<file path="src/rtl/opb_master_bridge.sv">
// Single-outstanding OPB master: turns a fabric command/response handshake into
// one OPB read or write, with retry and timeout handling.
module opb_master_bridge #(
   parameter int C_OPB_AWIDTH = 32,
   parameter int C_OPB_DWIDTH = 32,
   parameter int C_TIMEOUT    = 255,
   parameter int C_MAX_RETRY  = 4
) (
   input  logic                        OPB_Clk,
   input  logic                        OPB_Rst_n,
   // Command: accepted on a cycle where cmd_valid and cmd_ready are both high;
   // response: rsp_valid is a single-cycle pulse with no back-pressure.
   input  logic                        cmd_valid,
   output logic                        cmd_ready,
   input  logic                        cmd_rnw,
   input  logic [0:C_OPB_AWIDTH-1]     cmd_addr,
   input  logic [0:C_OPB_DWIDTH-1]     cmd_wdata,
   input  logic [0:C_OPB_DWIDTH/8-1]   cmd_be,
   output logic                        rsp_valid,
   output logic [0:C_OPB_DWIDTH-1]     rsp_rdata,
   output logic [1:0]                  rsp_status,
   output logic                        M_request,
   output logic                        M_busLock,
   output logic                        M_select,
   output logic                        M_RNW,
   output logic [0:C_OPB_AWIDTH-1]     M_ABus,
   output logic [0:C_OPB_DWIDTH/8-1]   M_BE,
   output logic [0:C_OPB_DWIDTH-1]     M_DBus,
   output logic                        M_seqAddr,
   input  logic                        OPB_MGrant,
   input  logic [0:C_OPB_DWIDTH-1]     OPB_DBus,
   input  logic                        OPB_xferAck,
   input  logic                        OPB_errAck,
   input  logic                        OPB_retry,
   input  logic                        OPB_timeout,
   output logic [1:0]                  dbg_state
);

   typedef enum logic [1:0] {
      S_IDLE = 2'd0,
      S_REQ  = 2'd1,
      S_XFER = 2'd2,
      S_RESP = 2'd3
   } state_t;

   localparam logic [1:0] ST_OK      = 2'b00;
   localparam logic [1:0] ST_ERRACK  = 2'b01;
   localparam logic [1:0] ST_TIMEOUT = 2'b10;
   localparam logic [1:0] ST_RETRY   = 2'b11;

   state_t                      state_q, state_d;
   logic                        rnw_q;
   logic [0:C_OPB_AWIDTH-1]     addr_q;
   logic [0:C_OPB_DWIDTH-1]     wdata_q;
   logic [0:C_OPB_DWIDTH/8-1]   be_q;
   logic [7:0]                  tmo_cnt_q, tmo_cnt_d;
   logic [3:0]                  rty_cnt_q, rty_cnt_d;
   logic                        load_cmd;
   logic                        load_rsp;
   logic [1:0]                  status_d;
   logic [0:C_OPB_DWIDTH-1]     rdata_d;

   always_comb begin
      state_d   = state_q;
      tmo_cnt_d = tmo_cnt_q;
      rty_cnt_d = rty_cnt_q;
      load_cmd  = 1'b0;
      load_rsp  = 1'b0;
      status_d  = ST_OK;
      rdata_d   = '0;
      case (state_q)
         S_IDLE: begin
            if (cmd_valid) begin
               load_cmd  = 1'b1;
               rty_cnt_d = '0;
               tmo_cnt_d = '0;
               state_d   = S_REQ;
            end
         end
         S_REQ: begin
            tmo_cnt_d = '0;
            if (OPB_MGrant) state_d = S_XFER;
         end
         S_XFER: begin
            tmo_cnt_d = tmo_cnt_q + 8'd1;
            // Termination priority: xferAck, errAck, retry, then timeout.
            if (OPB_xferAck) begin
               load_rsp = 1'b1;
               status_d = OPB_errAck ? ST_ERRACK : ST_OK;
               rdata_d  = (rnw_q && !OPB_errAck) ? OPB_DBus : '0;
               state_d  = S_RESP;
            end else if (OPB_errAck) begin
               load_rsp = 1'b1;
               status_d = ST_ERRACK;
               state_d  = S_RESP;
            end else if (OPB_retry) begin
               if (({1'b0, rty_cnt_q} + 5'd1) < 5'(C_MAX_RETRY)) begin
                  rty_cnt_d = rty_cnt_q + 4'd1;
                  tmo_cnt_d = '0;
                  state_d   = S_REQ;
               end else begin
                  load_rsp = 1'b1;
                  status_d = ST_RETRY;
                  state_d  = S_RESP;
               end
            end else if (OPB_timeout || (tmo_cnt_q == 8'(C_TIMEOUT - 1))) begin
               load_rsp = 1'b1;
               status_d = ST_TIMEOUT;
               state_d  = S_RESP;
            end
         end
         S_RESP: begin
            state_d = S_IDLE;
         end
         default: begin
            state_d = S_IDLE;
         end
      endcase
   end

   always_ff @(posedge OPB_Clk or negedge OPB_Rst_n) begin
      if (!OPB_Rst_n) begin
         state_q   <= S_IDLE;
         tmo_cnt_q <= '0;
         rty_cnt_q <= '0;
         rnw_q     <= 1'b0;
         addr_q    <= '0;
         wdata_q   <= '0;
         be_q      <= '0;
      end else begin
         state_q   <= state_d;
         tmo_cnt_q <= tmo_cnt_d;
         rty_cnt_q <= rty_cnt_d;
         if (load_cmd) begin
            rnw_q   <= cmd_rnw;
            addr_q  <= cmd_addr;
            wdata_q <= cmd_wdata;
            be_q    <= cmd_be;
         end
      end
   end

   // Outputs are registered from the next state so they line up with it exactly.
   always_ff @(posedge OPB_Clk or negedge OPB_Rst_n) begin
      if (!OPB_Rst_n) begin
         cmd_ready  <= 1'b1;
         M_request  <= 1'b0;
         M_select   <= 1'b0;
         M_RNW      <= 1'b0;
         M_ABus     <= '0;
         M_BE       <= '0;
         M_DBus     <= '0;
         rsp_valid  <= 1'b0;
         rsp_rdata  <= '0;
         rsp_status <= ST_OK;
      end else begin
         cmd_ready <= (state_d == S_IDLE);
         M_request <= (state_d == S_REQ);
         M_select  <= (state_d == S_XFER);
         rsp_valid <= (state_d == S_RESP);
         // Bus outputs stay zero unless selected so the OR-ed bus is not disturbed.
         M_RNW     <= (state_d == S_XFER) ? rnw_q : 1'b0;
         M_ABus    <= (state_d == S_XFER) ? addr_q : '0;
         M_BE      <= (state_d == S_XFER) ? be_q : '0;
         M_DBus    <= ((state_d == S_XFER) && !rnw_q) ? wdata_q : '0;
         if (load_rsp) begin
            rsp_rdata  <= rdata_d;
            rsp_status <= status_d;
         end
      end
   end

   assign M_busLock = 1'b0;
   assign M_seqAddr = 1'b0;
   assign dbg_state = state_q;

endmodule

</file>
<file path="config.mk">
export PLATFORM = sky130hd
export DESIGN_NAME = opb_master_bridge
export DESIGN_NICKNAME = d
export VERILOG_FILES = /design/src/rtl/opb_master_bridge.sv
export SDC_FILE = /design/constraint.sdc
export NUM_CORES = 1
export LEC_CHECK = 0
export ABC_AREA = 1
export BUFFER_PORTS_ARGS = -buffer_cell sky130_fd_sc_hd__buf_4
export CAP_MARGIN = 15
export CORE_MARGIN = 10
export CORE_UTILIZATION = 55
export CTS_CLUSTER_SIZE = 20
export DETAILED_ROUTE_END_ITERATION = 10
export GPL_TIMING_DRIVEN = 1
export PLACE_DENSITY = 0.9
export SLEW_MARGIN = 20
export SYNTH_ARGS = -nofsm -noshare
export SYNTH_HDL_FRONTEND = slang
export SYNTH_SLANG_ARGS = --single-unit
export TNS_END_PERCENT = 1
</file>
<file path="constraint.sdc">
create_clock -name OPB_Clk -period 4.1 [get_ports OPB_Clk]
set_input_delay 0.82 -clock OPB_Clk [delete_from_list [all_inputs] [get_ports OPB_Clk]]
set_output_delay 0.82 -clock OPB_Clk [all_outputs]
set_load 0.005 [all_outputs]
</file>
# Word level (Yosys, flattened, before mapping)
# Index checks and enable logic that the tools add are counted.
dict set report op_classes {
  add_sub_neg 3
  magnitude_cmp 1
  eq_ne 12
  mux 42
  reduce_logical 11
}
# operator n
set op_table {}
lappend op_table {{two-way mux 32 bit} 5}
lappend op_table {{two-way mux 8 bit} 5}
lappend op_table {{two-way mux 2 bit} 13}
lappend op_table {{two-way mux 4 bit} 6}
lappend op_table {{case mux 8 bit (3 select lines)} 1}
lappend op_table {{two-way mux 1 bit} 10}
lappend op_table {{inequality test 2 bit (second input constant)} 5}
lappend op_table {{adder 8 x 1 -> 8 bit (second input constant)} 1}
lappend op_table {{equality test 2 bit (second input constant)} 4}
lappend op_table {{equality test 8 bit (second input constant)} 1}
lappend op_table {{case mux 2 bit (4 select lines)} 1}
lappend op_table {{case mux 4 bit (2 select lines)} 1}
lappend op_table {{AND reduction 6 bit} 1}
lappend op_table {{adder 4 x 1 -> 5 bit (second input constant)} 1}
lappend op_table {{less-than comparator 5 x 3 -> 1 bit (second input constant)} 1}
lappend op_table {{adder 4 x 1 -> 4 bit (second input constant)} 1}
lappend op_table {{equality test 2 x 1 -> 1 bit (second input constant)} 2}
lappend op_table {{logical NOT 2 bit} 2}
lappend op_table {{nonzero test 3 bit} 1}
lappend op_table {{logical AND 1 bit} 2}
lappend op_table {{logical NOT 1 bit} 2}
lappend op_table {{AND reduction 2 bit} 1}
lappend op_table {{nonzero test 2 bit} 1}
lappend op_table {{logical OR 1 bit} 1}
dict set report totals {
  regBits 190
  input_bits 109
  out_inout_bits 111
}

# Longest topological paths before layout
# Gate-level depths: netlist of the first run.
dict set report logic_depth {
  ltp_word 10
  mapped_depth 10
}

# Worst setup path after synthesis of the first run
# No wires, ideal clock.
dict set report synth_timing {
  kind {in2reg}
  from {input OPB_errAck}
  to {register M_ABus[10] (netlist name)}
  setup_time_ps 69
  t_arrival_ps 1680
  t_required_ps 4031
  setup_slack_ps 2351
  stages 7
  path_buffers 2
  cell_sequence {o21ai_2 > o211ai_1 > a21oi_2 > nand2_1 > buf_4 > buf_6 > nor2_2}
}
dict set report synth_between {
  elab_chain_len 5
}
# element line
set synth_rtl {}
lappend synth_rtl {{from (decl)} 33} ;# input logic OPB_errAck,
lappend synth_rtl {{two-way mux 2 bit} 92} ;# end else if (OPB_errAck) begin
lappend synth_rtl {{two-way mux 2 bit} 87} ;# if (OPB_xferAck) begin
lappend synth_rtl {{case mux 2 bit (4 select lines)} 71} ;# case (state_q)
lappend synth_rtl {{equality test 2 bit} 163} ;# M_ABus <= (state_d == S_XFER) ? addr_q : '0;
lappend synth_rtl {{two-way mux 32 bit} 163}
lappend synth_rtl {{to (signal assigned)} 163}
lappend synth_rtl {{to (decl)} 26} ;# output logic [0:C_OPB_AWIDTH-1] M_ABus,
# Every way passes these cells.
# A chain may end at the register's enable or synchronous reset.

# Worst setup path in the final report of the first run
dict set report layout_timing {
  from {register state_q[1], in the netlist dbg_state[1]}
  to {register M_BE[0] (netlist name)}
}
dict set report layout_between {
  elab_chain_len 7
  elab_cells_between_ends 13
  classes_between {eq/ne: 4; mux: 8; reduce/logical: 1}
}
# element line
set layout_rtl {}
lappend layout_rtl {{from (decl)} 51} ;# state_t state_q, state_d;
lappend layout_rtl {{from (signal assigned)} 131} ;# state_q <= state_d;
lappend layout_rtl {{two-way mux 2 bit} 106} ;# end else if (OPB_timeout || (tmo_cnt_q == 8'(C_TIMEOUT - 1))) begin
lappend layout_rtl {{two-way mux 2 bit} 96} ;# end else if (OPB_retry) begin
lappend layout_rtl {{two-way mux 2 bit} 92}
lappend layout_rtl {{two-way mux 2 bit} 87}
lappend layout_rtl {{case mux 2 bit (4 select lines) *} 71}
lappend layout_rtl {{equality test 2 bit *} 164} ;# M_BE <= (state_d == S_XFER) ? be_q : '0;
lappend layout_rtl {{two-way mux 4 bit *} 164}
lappend layout_rtl {{to (signal assigned)} 164}
lappend layout_rtl {{to (decl)} 27} ;# output logic [0:C_OPB_DWIDTH/8-1] M_BE,
# Every way passes the cells marked *; elsewhere a longest branch is shown, timed or not.

==> results.yml, run 1 <==
die:
  die_h_um: 133
  fp-row-count: 41
  die_w_um: 133
  dieArea_um2: 17700
  start_util_pct: 55.9
  top_level_ports: 220
  core_area_um2: 12600
layout:
  layout_common_cells: "220 x buf_4, 189 x dfrtp_1, 138 x nor2_1"
  nets: 1027
  mostFrequentLayoutCell: "buf_4"
  final_cell_area_um2: 9350
  layout-drive-gt1-share_pct: 29.4
  diodes: 0
  synthToLayoutAreaGrowth_pct: 33.2
power_and_ir_drop:
  power_per_cell_area_nw_per_um2: 707
  p_leak_uw: 0.00526
  ir_drop_mv: 0.377
  power_uw: 6610
routing:
  ant_nets: 0
  num_vias: 5441
  drcViolationCount: 0
  dr.pass1.iters: 6
  drtIter0Drc: 367
  wire_per_inst_um: 16.3
  vias_per_cell: 4.95
  wl_um: 17900
grt:
  grt_pass1_vias: 5543
  track_usage_pct: 20.3
  grt_max_degree: 123
  antenna_found_initial: 0
  met3_usage_pct: 7.04
  use_met1_pct: 24.9
  globalRoute.totalOverflow: 0
  grt_pass1_wl_um: 28500
  grt.busiest_layer: "met2"
  use_met2_pct: 31.8
timing:
  rsz0062_at_grt: "false"
  finClkSkew_ns: 0.00760
  slew_viol_final: 0
  maxSlewHeadroom_pct: 39.8
  fin_crit_sh_pct: 61.2
  tightest_slew_ns: 0.901
  fin_tns_setup_ns: 0
  period_minus_slack_ns: 2.51
  hold_violations: 0
  setup_viol: 0
  fmax_ghz: 0.399
  hold_ws_ns: 0.353
placed_design:
  portBuffers: 217
  hpwl_um: 12900
  place_area_um2: 8760
  gp_congestion: 0.811
clock_network:
  clk_transition_reported_paths_ns: 0.06
  clockBufferDepth: 2
  clk_latency_ns: 0.42
  cts_buffers: 17
  cts_tree: "yes"
  root_buffer: "clkbuf_16"
  ctsResizeCount: 0
  h-tree-depth: 4
  cts.sinks: 190
  hold_buffers: 0
  post-cts-setup-buffers: 0
logic_synthesis:
  postSynthCellCount: 706
  syn_area_um2: 7020
  yosysWarnings: 0
  yosysSeqAreaShare_pct: 67.7
  ys_ff_latch: 190
  yosysUniqueCellTypes: 29
  syn_avg_cell_area_um2: 9.95
setup_path:
  r2r_cells: 8
  worst-path-max-fanout: 38
  crit_required_ns: 4.41
  worstPathArrival_ns: 2.82
  start_kind: "register"
  endpoint_kind: "register"
  path_class: "reg2reg"
flow_run:
  maxCapViolations: 0
hold_path:
  hold_path_class: "in2async"
status:
  status: "completed"
-- layout make-up --
cell class | count | area [µm²]
clock buffer | 21 | 470
inverter | 89 | 334
clock inverter | 10 | 111
timing repair buffer | 223 | 1700
multi-input combinational | 394 | 1770
tap | 172 | 215
sequential | 190 | 4760
fill | 841 | 3220
-- kinds of logic (layout without fill, tap and decap cells) --
group	Yosys count	after routing	share of synthesized area, %
DFF	190	190	67.7
AOI/OAI and AO/OA	87	87	6.38
and+or+nand+nor	300	300	17.7
adders and majority gates	3	3	0.535
xor gates and xnor gates	2	2	0.250
other	1	2	0.0534
buffers and inverters	123	343	7.38
-- sequential cells by signal, summed over array words and instances, names as in the netlist, 2 cells and up --
name / cells
M_ABus: 32
M_BE: 4
M_DBus: 32
addr_q: 32
be_q: 4
dbg_state: 2
rsp_rdata: 32
rsp_status: 2
rty_cnt_q: 4
tmo_cnt_q: 8
wdata_q: 32
-- synthesized netlist by cell type, drive strengths merged --
cell type	count	area share (%)
dfrtp	189	67
nor2	149	8.4
nand2	100	5.3
inv	89	4.8
a21oi	71	5.1
nand3	44	3.2
buf	27	2.2
o21ai	14	1.1
clkbuf	7	0.37
ha	3	0.53
nand3b	2	0.21
nand4	2	0.18
nor3	2	0.21
xor2	2	0.25
a21boi	1	0.11
conb	1	0.053
dfstp	1	0.37
o211ai	1	0.11
or2	1	0.089
-- worst max-delay path: stages, from the launching register on --
cell and delay [ns]:
dfrtp_1 0.42, inv_1 0.13, nor2_4 0.08, o21ai_2 0.07, buf_4 0.37, o211ai_1 0.19
a21oi_2 0.23, nand2_2 0.51, nor2_1 0.35
-- stage by stage --
| stage | setup WS (ns) | util [%] | cells |
|---|---|---|---|
| after floorplan | 2.35 | - | 707 |
| after global placement | 1.41 | 69.7 | 1068 |
| after detailed placement | 1.25 | 69.7 | 1068 |
| after CTS | 1.57 | 74.4 | 1099 |
| after global routing | 1.36 | 74.4 | 1099 |
| final | 1.59 | 74.4 | 1099 |
-- final timing paths --
kind / startpoint / endpoint / slack [ns]
max reg2reg: dbg_state[1] / M_BE[0] / 1.59
min in group OPB_Clk: addr_q[1] / M_ABus[1] / 0.49
max in group asynchronous: OPB_Rst_n / be_q[3] / 2.77
min: OPB_Rst_n / rsp_rdata[5] / 0.35
max: dbg_state[1] / M_BE[0] / 1.59
min reg2reg: addr_q[1] / M_ABus[1] / 0.49
-- per-layer routing --
| metal | vias up | wire length, µm |
|---|---|---|
| met4 | 0 | 457 |
| met1 | 2579 | 7100 |
| met5 | - | 0 |
| li1 | 2588 | - |
| met2 | 241 | 8650 |
| met3 | 33 | 1700 |
-- where the power goes --
| group | internal [µW] | switching [µW] | leakage [µW] | total [µW] |
|---|---|---|---|---|
| Combinational | 915 | 1180 | 0.00259 | 2100 |
| Clock | 943 | 670 | 0.000293 | 1610 |
| Sequential | 2610 | 294 | 0.00238 | 2900 |
Power figures use the tool's default switching activity.
==> run 2: changes to the inputs <==
--- a/config.mk
+++ b/config.mk
@@ -9,11 +9,11 @@
 export BUFFER_PORTS_ARGS = -buffer_cell sky130_fd_sc_hd__buf_4
 export CAP_MARGIN = 15
 export CORE_MARGIN = 10
-export CORE_UTILIZATION = 55
+export CORE_UTILIZATION = 51
 export CTS_CLUSTER_SIZE = 20
 export DETAILED_ROUTE_END_ITERATION = 10
 export GPL_TIMING_DRIVEN = 1
-export PLACE_DENSITY = 0.9
+export PLACE_DENSITY = 0.85
 export SLEW_MARGIN = 20
 export SYNTH_ARGS = -nofsm -noshare
 export SYNTH_HDL_FRONTEND = slang
==> constraint.sdc (replaced) <==
create_clock -name OPB_Clk -period 2.5 [get_ports OPB_Clk]
set_input_delay 0.5 -clock OPB_Clk [delete_from_list [all_inputs] [get_ports OPB_Clk]]
set_output_delay 0.5 -clock OPB_Clk [all_outputs]
set_load 0.005 [all_outputs]
==> results.yml, run 2 (synthesis gave the netlist of run 1 again) <==
setup_path:
  cp_slowest_stage_delay_ns: 0.42
  crit_slowest_cell: "dfrtp_1"
  r2r_cells: 9
  r2r_end: "M_DBus[15]"
  cp_cell_sequence: "ha_1, or2_0, nand2_1, nand3_1, nand2_1, nand3_2, nand3_1, buf_4, nor2_1"
  worstPathArrival_ns: 2.17
  endpoint_kind: "register"
  worst-path-max-fanout: 32
  cp_top_family: "simple AND/OR/NAND/NOR gates"
  critPathBufInv: 1
  rrSetupSlack_ns: 0.62
  path_class: "reg2reg"
  r2r_start: "rty_cnt_q[0]"
  start_kind: "register"
  crit_required_ns: 2.79
grt:
  grt.busiest_layer: "met2"
  grt_pass1_wl_um: 27600
  grt_pass1_vias: 5380
  use_met1_pct: 21.6
  track_usage_pct: 18.8
  use_met2_pct: 30.6
  grt_max_degree: 139
  globalRoute.totalOverflow: 0
  antenna_found_initial: 0
  met3_usage_pct: 8.12
clock_network:
  cts_buffers: 17
  cts_tree: "yes"
  post-cts-setup-buffers: 0
  h-tree-depth: 4
  clk_latency_ns: 0.43
  clockBufferDepth: 2
  ctsResizeCount: 0
  root_buffer: "clkbuf_16"
  hold_buffers: 0
  clk_transition_reported_paths_ns: 0.07
  cts.sinks: 190
routing:
  drcViolationCount: 0
  wl_um: 17700
  ant_nets: 0
  vias_per_cell: 4.83
  num_vias: 5365
  wire_per_inst_um: 15.9
  dr.pass1.iters: 4
  drtIter0Drc: 281
timing:
  rsz0062_at_grt: "false"
  finClkSkew_ns: 0.00902
  slew_viol_final: 0
  hold_violations: 0
  fin_tns_setup_ns: 0
  maxSlewHeadroom_pct: 60.2
  tightest_slew_ns: 0.597
  setup_viol: 0
  fin_crit_sh_pct: 75.2
  period_minus_slack_ns: 1.88
  fmax_ghz: 0.532
layout:
  seq_area_um2: 4760
  nets: 1032
  fill_cells: 996
  layout_common_cells: "224 x buf_4, 189 x dfrtp_1, 138 x nor2_1"
  layout-drive-gt1-share_pct: 29.9
  mostFrequentLayoutCell: "buf_4"
  multi_input_area_um2: 1760
  synthToLayoutAreaGrowth_pct: 34.4
power_and_ir_drop:
  p_int_uw: 7410
  pwr-share-comb_pct: 31.7
  seq_power_share_pct: 43.1
  power_uw: 11000
  switching_share_pct: 32.5
  p_leak_uw: 0.00530
  p_clk_share_pct: 25.3
  power_per_cell_area_nw_per_um2: 1160
  power_switching_uw: 3570
  ir_drop_mv: 0.635
hold_path:
  hold_path_class: "in2async"
status:
  status: "completed"
placed_design:
  portBuffers: 217
  hpwl_um: 12600
  gp_congestion: 0.855
die:
  die_w_um: 137
  fp-row-count: 42
  start_util_pct: 52.6
  die_h_um: 137
  core_area_um2: 13300
  dieArea_um2: 18900
  top_level_ports: 220
flow_run:
  maxCapViolations: 0
## run 2: changes by cell type in the layout (fill, tap and decap cells not counted), sizes merged
| cell | previous run | this run |
|---|---|---|
| bufinv | 2 | 3 |
| inv | 91 | 95 |
| buf | 222 | 227 |
| clkbuf | 22 | 18 |
| diode | 0 | 1 |
| clkinvlp | 0 | 1 |
| clkinv | 6 | 5 |
## run 2: area by class of cell
class                           count  share of cell area (%)
Sequential cell                   190                    50.4
Antenna cell                        1                  0.0265
Tap cell                          176                    2.33
Inverter                           89                    3.54
Clock inverter                     15                    1.96
Timing Repair Buffer              228                    18.6
Multi-Input combinational cell    394                    18.7
Clock buffer                       17                    4.51
## run 2: power by group through the flow
stage | clock network (µW) | registers, µW | logic [µW]
2_1_floorplan | 0 | 4780 | 1680
3_3_place_gp | 0 | 4720 | 3390
3_5_place_dp | 0 | 4780 | 3520
4_1_cts | 2830 | 4740 | 3550
5_1_grt | 2940 | 4850 | 3920
6_report | 2770 | 4730 | 3480
## run 2: layer usage
layer / up-vias / wire length (µm)
li1: 2600 / -
met1: 2560 / 6780
met2: 184 / 8680
met5: - / 0
met3: 21 / 1920
met4: 0 / 308
## run 2: worst max path at each step
| stage | from | end | slack [ns] | cells past startpoint |
|---|---|---|---|---|
| after floorplan | rty_cnt_q[0] | M_ABus[10] | 0.85 | 10 |
| after global placement | rty_cnt_q[0] | M_DBus[23] | 0.69 | 9 |
| after detailed placement | OPB_errAck | M_DBus[14] | 0.63 | 7 |
| after CTS | rty_cnt_q[0] | M_DBus[15] | 0.60 | 9 |
| after global routing | rty_cnt_q[0] | M_DBus[15] | 0.45 | 9 |
| final | rty_cnt_q[0] | M_DBus[15] | 0.62 | 9 |
## run 2: metrics by stage
stage	hold slack (ns)	cells	utilization (%)	setup slack, ns	area [µm²]
finish	0.0842	1110	70.7	0.620	9440
global route	0.103	1109	70.7	0.453	9440
CTS	0.0940	1109	70.7	0.604	9440
detailed placement	0.472	1077	66.1	0.628	8830
global placement	0.462	1077	66.1	0.688	8830
floorplan	0.204	707	-	0.852	7030
